===== config.mk =====
export PLATFORM = sky130hd
export DESIGN_NAME = drop_speed_ctrl
export DESIGN_NICKNAME = d
export VERILOG_FILES = /design/src/rtl/drop_speed_ctrl.sv
export SDC_FILE = /design/constraint.sdc
export NUM_CORES = 1
export LEC_CHECK = 0
export ABC_CLOCK_PERIOD_IN_PS = 5100
export CAP_MARGIN = 20
export CORE_MARGIN = 8
export CORE_UTILIZATION = 43
export DETAILED_ROUTE_END_ITERATION = 12
export SYNTH_ARGS = -nofsm -noshare
export SYNTH_HDL_FRONTEND = slang
export SYNTH_SLANG_ARGS = --single-unit

===== constraint.sdc =====
create_clock -name clk -period 5.1 [get_ports clk]
set_input_delay 1.02 -clock clk [delete_from_list [all_inputs] [get_ports clk]]
set_output_delay 1.02 -clock clk [all_outputs]
set_load 0.005 [all_outputs]

===== src/rtl/drop_speed_ctrl.sv =====
// Gravity-rate control: counts cleared lines into a level, maps the level to a
// gravity period reduction, and debounces the soft-drop button. A game-state FSM gates both outputs.
module drop_speed_ctrl #(
    parameter int LINES_PER_LEVEL = 10,
    parameter int MAX_LEVEL       = 9,
    parameter int STEP            = 1_000_000,
    parameter int DEBOUNCE_CYCLES = 250_000
) (
    input  logic        clk,
    input  logic        rst,
    input  logic        game_start,
    input  logic        game_over,
    input  logic        lines_valid,
    input  logic [2:0]  lines_cleared,
    input  logic        btn_down,
    output logic        running,
    output logic [3:0]  level,
    output logic [9:0]  lines_total,
    output logic [24:0] scoremod,
    output logic        speed_up
);

    typedef enum logic [1:0] {G_STOPPED, G_RUNNING, G_OVER} game_state_e;
    typedef enum logic [1:0] {D_RELEASED, D_ARMING, D_PRESSED, D_DISARMING} deb_state_e;

    localparam int LIL_W = $clog2(LINES_PER_LEVEL);
    localparam int CNT_W = $clog2(DEBOUNCE_CYCLES);

    localparam logic [LIL_W:0]   LPL       = (LIL_W+1)'(LINES_PER_LEVEL);
    localparam logic [LIL_W-1:0] LIL_MAX   = LIL_W'(LINES_PER_LEVEL - 1);
    localparam logic [3:0]       MAX_LVL   = 4'(MAX_LEVEL);
    localparam logic [24:0]      STEP_V    = 25'(STEP);
    localparam logic [9:0]       TOTAL_MAX = 10'd999;
    localparam logic [CNT_W-1:0] CNT_LAST  = CNT_W'(DEBOUNCE_CYCLES - 1);

    game_state_e      game_q, game_d;
    logic             running_q, running_d;
    logic [3:0]       level_q, level_d;
    logic [9:0]       lines_total_q, lines_total_d;
    logic [LIL_W-1:0] lines_in_level_q, lines_in_level_d;
    logic [24:0]      scoremod_q, scoremod_d;
    logic             sync_meta_q, sync_meta_d;
    logic             sync_q, sync_d;
    deb_state_e       deb_q, deb_d;
    logic [CNT_W-1:0] cnt_q, cnt_d;
    logic             speed_up_q, speed_up_d;

    logic [2:0]       n;
    logic [LIL_W:0]   sum;
    logic [10:0]      total_sum;

    // NOTE: every always_comb output gets a default first so no path can infer a latch.
    always_comb begin
        game_d = game_q;
        if (game_start)
            game_d = G_RUNNING;
        else if (game_q == G_RUNNING && game_over)
            game_d = G_OVER;
        running_d = (game_d == G_RUNNING);
    end

    always_comb begin
        n                = (lines_cleared > 3'd4) ? 3'd4 : lines_cleared;
        sum              = (LIL_W+1)'(lines_in_level_q) + (LIL_W+1)'(n);
        total_sum        = 11'(lines_total_q) + 11'(n);
        level_d          = level_q;
        lines_total_d    = lines_total_q;
        lines_in_level_d = lines_in_level_q;
        scoremod_d       = 25'(level_q) * STEP_V;
        if (game_start) begin
            // A start in the same cycle as a line event wins; those lines are dropped.
            level_d          = '0;
            lines_total_d    = '0;
            lines_in_level_d = '0;
            scoremod_d       = '0;
        end else if (game_q == G_RUNNING && lines_valid) begin
            lines_total_d = (total_sum > 11'(TOTAL_MAX)) ? TOTAL_MAX : total_sum[9:0];
            if (sum >= LPL && level_q < MAX_LVL) begin
                level_d          = level_q + 4'd1;
                lines_in_level_d = LIL_W'(sum - LPL);
            end else if (sum > (LIL_W+1)'(LIL_MAX)) begin
                lines_in_level_d = LIL_MAX;
            end else begin
                lines_in_level_d = LIL_W'(sum);
            end
        end
    end

    // NOTE: btn_down is asynchronous, so it passes two flops before any logic looks at it.
    always_comb begin
        sync_meta_d = btn_down;
        sync_d      = sync_meta_q;
        deb_d       = deb_q;
        cnt_d       = cnt_q;
        unique case (deb_q)
            D_RELEASED: if (sync_q) begin
                deb_d = D_ARMING;
                cnt_d = CNT_W'(1);
            end
            D_ARMING: if (!sync_q) begin
                deb_d = D_RELEASED;
                cnt_d = '0;
            end else if (cnt_q == CNT_LAST) begin
                deb_d = D_PRESSED;
                cnt_d = '0;
            end else begin
                cnt_d = cnt_q + CNT_W'(1);
            end
            D_PRESSED: if (!sync_q) begin
                deb_d = D_DISARMING;
                cnt_d = CNT_W'(1);
            end
            D_DISARMING: if (sync_q) begin
                deb_d = D_PRESSED;
                cnt_d = '0;
            end else if (cnt_q == CNT_LAST) begin
                deb_d = D_RELEASED;
                cnt_d = '0;
            end else begin
                cnt_d = cnt_q + CNT_W'(1);
            end
            default: begin
                deb_d = D_RELEASED;
                cnt_d = '0;
            end
        endcase
        // Gate on the next game state so soft drop follows running edge-for-edge.
        speed_up_d = (deb_q == D_PRESSED || deb_q == D_DISARMING) && (game_d == G_RUNNING);
    end

    // NOTE: sequential state uses non-blocking assignments only.
    always_ff @(posedge clk or posedge rst) begin
        if (rst) begin
            game_q           <= G_STOPPED;
            running_q        <= 1'b0;
            level_q          <= '0;
            lines_total_q    <= '0;
            lines_in_level_q <= '0;
            scoremod_q       <= '0;
            sync_meta_q      <= 1'b0;
            sync_q           <= 1'b0;
            deb_q            <= D_RELEASED;
            cnt_q            <= '0;
            speed_up_q       <= 1'b0;
        end else begin
            game_q           <= game_d;
            running_q        <= running_d;
            level_q          <= level_d;
            lines_total_q    <= lines_total_d;
            lines_in_level_q <= lines_in_level_d;
            scoremod_q       <= scoremod_d;
            sync_meta_q      <= sync_meta_d;
            sync_q           <= sync_d;
            deb_q            <= deb_d;
            cnt_q            <= cnt_d;
            speed_up_q       <= speed_up_d;
        end
    end

    assign running     = running_q;
    assign level       = level_q;
    assign lines_total = lines_total_q;
    assign scoremod    = scoremod_q;
    assign speed_up    = speed_up_q;

endmodule

# --- Word-level counts from Yosys, hierarchy flattened ---
# Index checks and enable logic that the tools add are counted.
op_classes:
  add_sub_neg: 5
  n_mul: 1
  n_div: 0
  order_cmp: 5
  n_eq_ne: 10
  shifts: 0
  mux: 27
  n_bitwise: 0
  n_reduce_logical: 11
op_table:
  columns: ["operator", "count"]
  rows:
  - ["$mux 18", 5]
  - ["$pmux 18 s4", 1]
  - ["$mux 10", 3]
  - ["$mux 4", 7]
  - ["$mux 24", 1]
  - ["$add 18x1->18 const B", 1]
  - ["$eq 18x18->1 const B", 1]
  - ["$mul 4x14->18 const B", 1]
  - ["$mux 2", 8]
  - ["$add 10x3->11", 1]
  - ["$gt 11x10->1 const B", 1]
  - ["$pmux 2 s4", 1]
  - ["$eq 2x1->1 const B", 3]
  - ["$ne 3x3->1 const B", 2]
  - ["$add 4x3->5", 1]
  - ["$ge 5x4->1 const B", 1]
  - ["$gt 5x4->1 const B", 1]
  - ["$add 4x1->4 const B", 1]
  - ["$eq 2x2->1 const B", 2]
  - ["$logic_and 1x1->1", 4]
  - ["$lt 4x4->1 const B", 1]
  - ["$ne 2x2->1 const B", 2]
  - ["$reduce_and 2->1", 2]
  - ["$reduce_and 4->1", 1]
  - ["other kinds (6)", 7]
totals:
  ff_bits: 69
  latchBits: 0
  mem_bits_rw: 0
  romBits: 0
  in_bits: 9
  output_inout_bits: 41
  wordCells: 70
  n_memories: 0

# --- Depth between registers and ports, before layout ---
depth:
  depth_word: 8
  depth_mapped: 11
  mapped_depth_nobuf: 11

# --- Worst setup path before layout ---
# Ideal clock, no wire load.
synth_timing:
  path_kind: "input-to-reg"
  from: "input port lines_cleared[0]"
  to: "register level_q[3], in the netlist level[3]"
  setup_time_ps: 78
  arrival_ps: 3270
  required_time_ps: 5022
  setup_slack_ps: 1752
  path_stages: 11
  n_path_buf: 0
  cell_sequence: "nor2b_1 ha_1 fa_1 xor2_1 inv_1 ha_1 o31a_1 o31ai_1 nand3_1 or3_1 a21oi_1"
synth_via:
  elab_chain_len: 7
synth_lines:
  columns: ["item", "line", "source"]
  rows:
  - ["from (decl)", "14", "input logic [2:0] lines_cleared,"]
  - ["$gt 3x3->1", "63", "n = (lines_cleared > 3'd4) ? 3'd4 : lines_cleared;"]
  - ["$mux 3 *", "63", null]
  - ["$add 4x3->5 *", "64", "sum = (LIL_W+1)'(lines_in_level_q) + (LIL_W+1)'(n);"]
  - ["$ge 5x4->1 *", "78", "if (sum >= LPL && level_q < MAX_LVL) begin"]
  - ["$logic_and 1x1->1 *", "78", null]
  - ["$reduce_bool 2->1 (no line) *", null, null]
  - ["$reduce_and 2->1 (no line) *", null, null]
  - ["to (signal assigned)", "148", "level_q <= level_d;"]
  - ["to (decl)", "38", "logic [3:0] level_q, level_d;"]
# Every way passes the cells marked *; elsewhere a longest branch is shown, timed or not.
# A chain may end at the register's enable or synchronous reset.

# --- Final worst setup path ---
layout_timing:
  from: "input port lines_cleared[2]"
  to: "register level_q[3], in the netlist level[3]"
# Same word-level chain as after synthesis.

==> results.yml <==
status:
  status: "complete, no violations"
worst_setup_path:
  critPathMaxFanout: 5
  critPathRequiredTime_ns: 5.36
  crit_buf_inv: 2
  end_kind: "register"
  crit_path_max_incr_delay_ns: 0.54
  arrival_ns: 4.00
  path_common_cell: "ha_1"
  crit_family: "adder cells"
  r2r-start: "level[1]$_DFFE_PP0P_"
  crit_path_start: "lines_cleared[2]"
  path_cells: "clkdlybuf4s50_1 > nor2b_1 > ha_1 > fa_1 > xor2_1 > inv_1 > ha_1 > o31a_1 > o31ai_1 > nand3_1 > or3_1 > a21oi_1"
  start_kind: "primary input"
  cp_slowest_cell: "clkdlybuf4s50_1"
  critPathKind: "in2reg"
place:
  dp_cells: 533
  place_congestion: 0.824
  hpwlAfterDp_mm: 5.74
  port_buffers: 42
  dp_slack_ns: 1.02
clock_tree:
  cts.sinks: 60
  htreeDepth: 3
  ctsHoldBuffers: 0
  cts_buffer_depth: 2
  cts_resized: 0
  cts_buffers: 9
  worstSkewPairLatency_ns: 0.34
  path_clk_slew_ns: 0.06
  cts_setup_buffers: 0
  cts_tree: "done"
  cts-root-buf: "clkbuf_8"
yosys:
  synthTopCellsByArea: "dfrtp_1 (40%), ha_1 (9.4%), nor2_1 (3.8%)"
  synth_area_per_cell_sq_um: 9.41
  netlist-cell-type-count: 58
  synth_edf_count: 0
  synth_area_sq_mm: 0.00371
  ys.flop_type: "dfrtp_1"
  yosys_warnings: 0
  ys_ff_latch: 60
  synth-async-reset-ratio_pct: 100
  syn_inst: 394
  synth.yosys.seq_area_share_pct: 40.5
  synthTopCellsByCount: "dfrtp_1 (60), nor2_1 (38), nand2_1 (32)"
  synth_top_cell_by_area: "dfrtp_1"
  synth_top_area_share_pct: 40.5
  yosysMostFrequentCell: "dfrtp_1"
timing:
  setup_viol: 0
  rsz0062_at_grt: "no"
  max_freq_ghz: 0.267
  holdWs_ns: 0.358
  fin_crit_sh_pct: 73.4
  fin_crit_ns: 3.74
  worstMarginPinSlew_ns: 1.03
  slew_viol_final: 0
  maxSlewHeadroom_pct: 31.6
  layout_setup_ws_ns: 1.36
  hold_viol_final: 0
  setup_tns_ns: 0
  clock_skew_ns: 0.00835
pwr:
  power_density_mw_per_mm2: 279
  power_leakage_nw: 2.03
  ir_drop_mv: 0.155
grt:
  grt_usage_pct: 14.2
  grt_max_degree: 42
  grt_antenna_before_repair: 0
  grt_pass1_vias: 2946
  overflow: 0
  grt_pass1_wl_mm: 13.6
routing:
  drt-initial-drc-count: 94
  first_pass_iters: 4
  vias_per_cell: 5.25
  drc: 0
  antenna_left: 0
  routedWlPerCell_um: 14.4
  dr_total_vias: 2887
  wl_mm: 7.93
job:
  drv_cap: 0
floorplanning:
  row_count: 34
  io_pins: 50
  die_width_um: 109
  start_util_pct: 43.4
  core_sq_mm: 0.00855
  die_h_um: 109
  die_area_sq_mm: 0.0119
cells_and_area:
  fin_nets: 481
  area_growth_pct: 18.0
  n_antenna_cell: 0
  layout-drive-gt1-share_pct: 6.33
  fin_cells: 550
min_path:
  hold_class: "reg2reg"
  hp-start: "sync_d$_DFF_PP0_"
## cell families (layout without fill, tap and decap cells)
logic type / Yosys count / in the layout / synth area share, %
AO/OA/AOI/OAI: 89 / 89 / 15.5
AND/OR/NAND/NOR: 153 / 153 / 21.4
flip-flops: 60 / 60 / 40.5
XOR/XNOR: 8 / 8 / 1.89
multiplexers: 6 / 6 / 1.82
other: 1 / 7 / 0.101
buffers and inverters: 42 / 84 / 5.60
adder cells (fa/ha/maj): 35 / 35 / 13.2
## routing by layer
| metal | part of all wire [%] | up-vias | GRT usage, % |
|---|---|---|---|
| met4 | 0.96 | 0 | 4.89 |
| met3 | 3.6 | 5 | 3.55 |
| met1 | 46 | 1376 | 17.0 |
| met5 | 0 | - | 0 |
| met2 | 49 | 47 | 24.4 |
| li1 | - | 1459 | - |
## sequential cells by signal, summed over array words and instances (netlist names), named ones only
signal            count
cnt_q                18
deb_q                 1
game_q                2
level                 4
lines_in_level_q      4
lines_total          10
running               1
scoremod             16
speed_up              1
sync_d                1
sync_q                1
## power by group
| part | leakage [nW] | internal (mW) | switching [mW] |
|---|---|---|---|
| sequential | 0.814 | 0.504 | 0.0297 |
| combinational | 1.12 | 0.117 | 0.162 |
| clock | 0.0931 | 0.223 | 0.183 |
| total | 2.03 | 0.845 | 0.376 |
## cell usage in the layout, fill, tap and decap left out, types with 9 or more instances in the layout
cell type,synthesis,final
inv_1,22,21
nand2_1,32,32
nand3_1,14,14
nor2_1,38,38
dfrtp_1,60,60
ha_1,28,28
clkbuf_8,0,9
nor3_1,15,15
clkdlybuf4s50_1,0,42
nor2b_1,12,12
o21ai_0,24,24
a21oi_1,14,14
## path summary, 6_finish.rpt
path | endpoint | slack [ns] | cells after the start
max | level[3]$_DFFE_PP0P_ | 1.36 | 12
min | sync_q$_DFF_PP0_ | 0.36 | 0
max reg2reg | scoremod[23]$_DFF_PP0_ | 1.97 | 11
min reg2reg | sync_q$_DFF_PP0_ | 0.36 | 0
max in group asynchronous | level[0]$_DFFE_PP0P_ | 3.25 | 3
min in group asynchronous | cnt_q[3]$_DFFE_PP0P_ | 0.99 | 2
## layout make-up
type                    count  area (sq um)
fillers                   801          4180
well taps                 108           135
flip-flops and latches     60          1500
multi-input cells         298          2020
clock inverters             5          52.6
clock buffers              11           131
inverters                  22          82.6
repair buffers             46           450
## through the flow
stage / utilization [%] / total power [mW] / instance area, sq um
6_report: 51.2 / 1.22 / 4380
5_1_grt: 51.2 / 1.29 / 4380
4_1_cts: 51.1 / 1.23 / 4370
3_5_place_dp: 48.9 / 0.820 / 4180
3_3_place_gp: 48.9 / 0.814 / 4180
2_1_floorplan: - / 0.765 / 3730
Power figures use the tool's default switching activity.
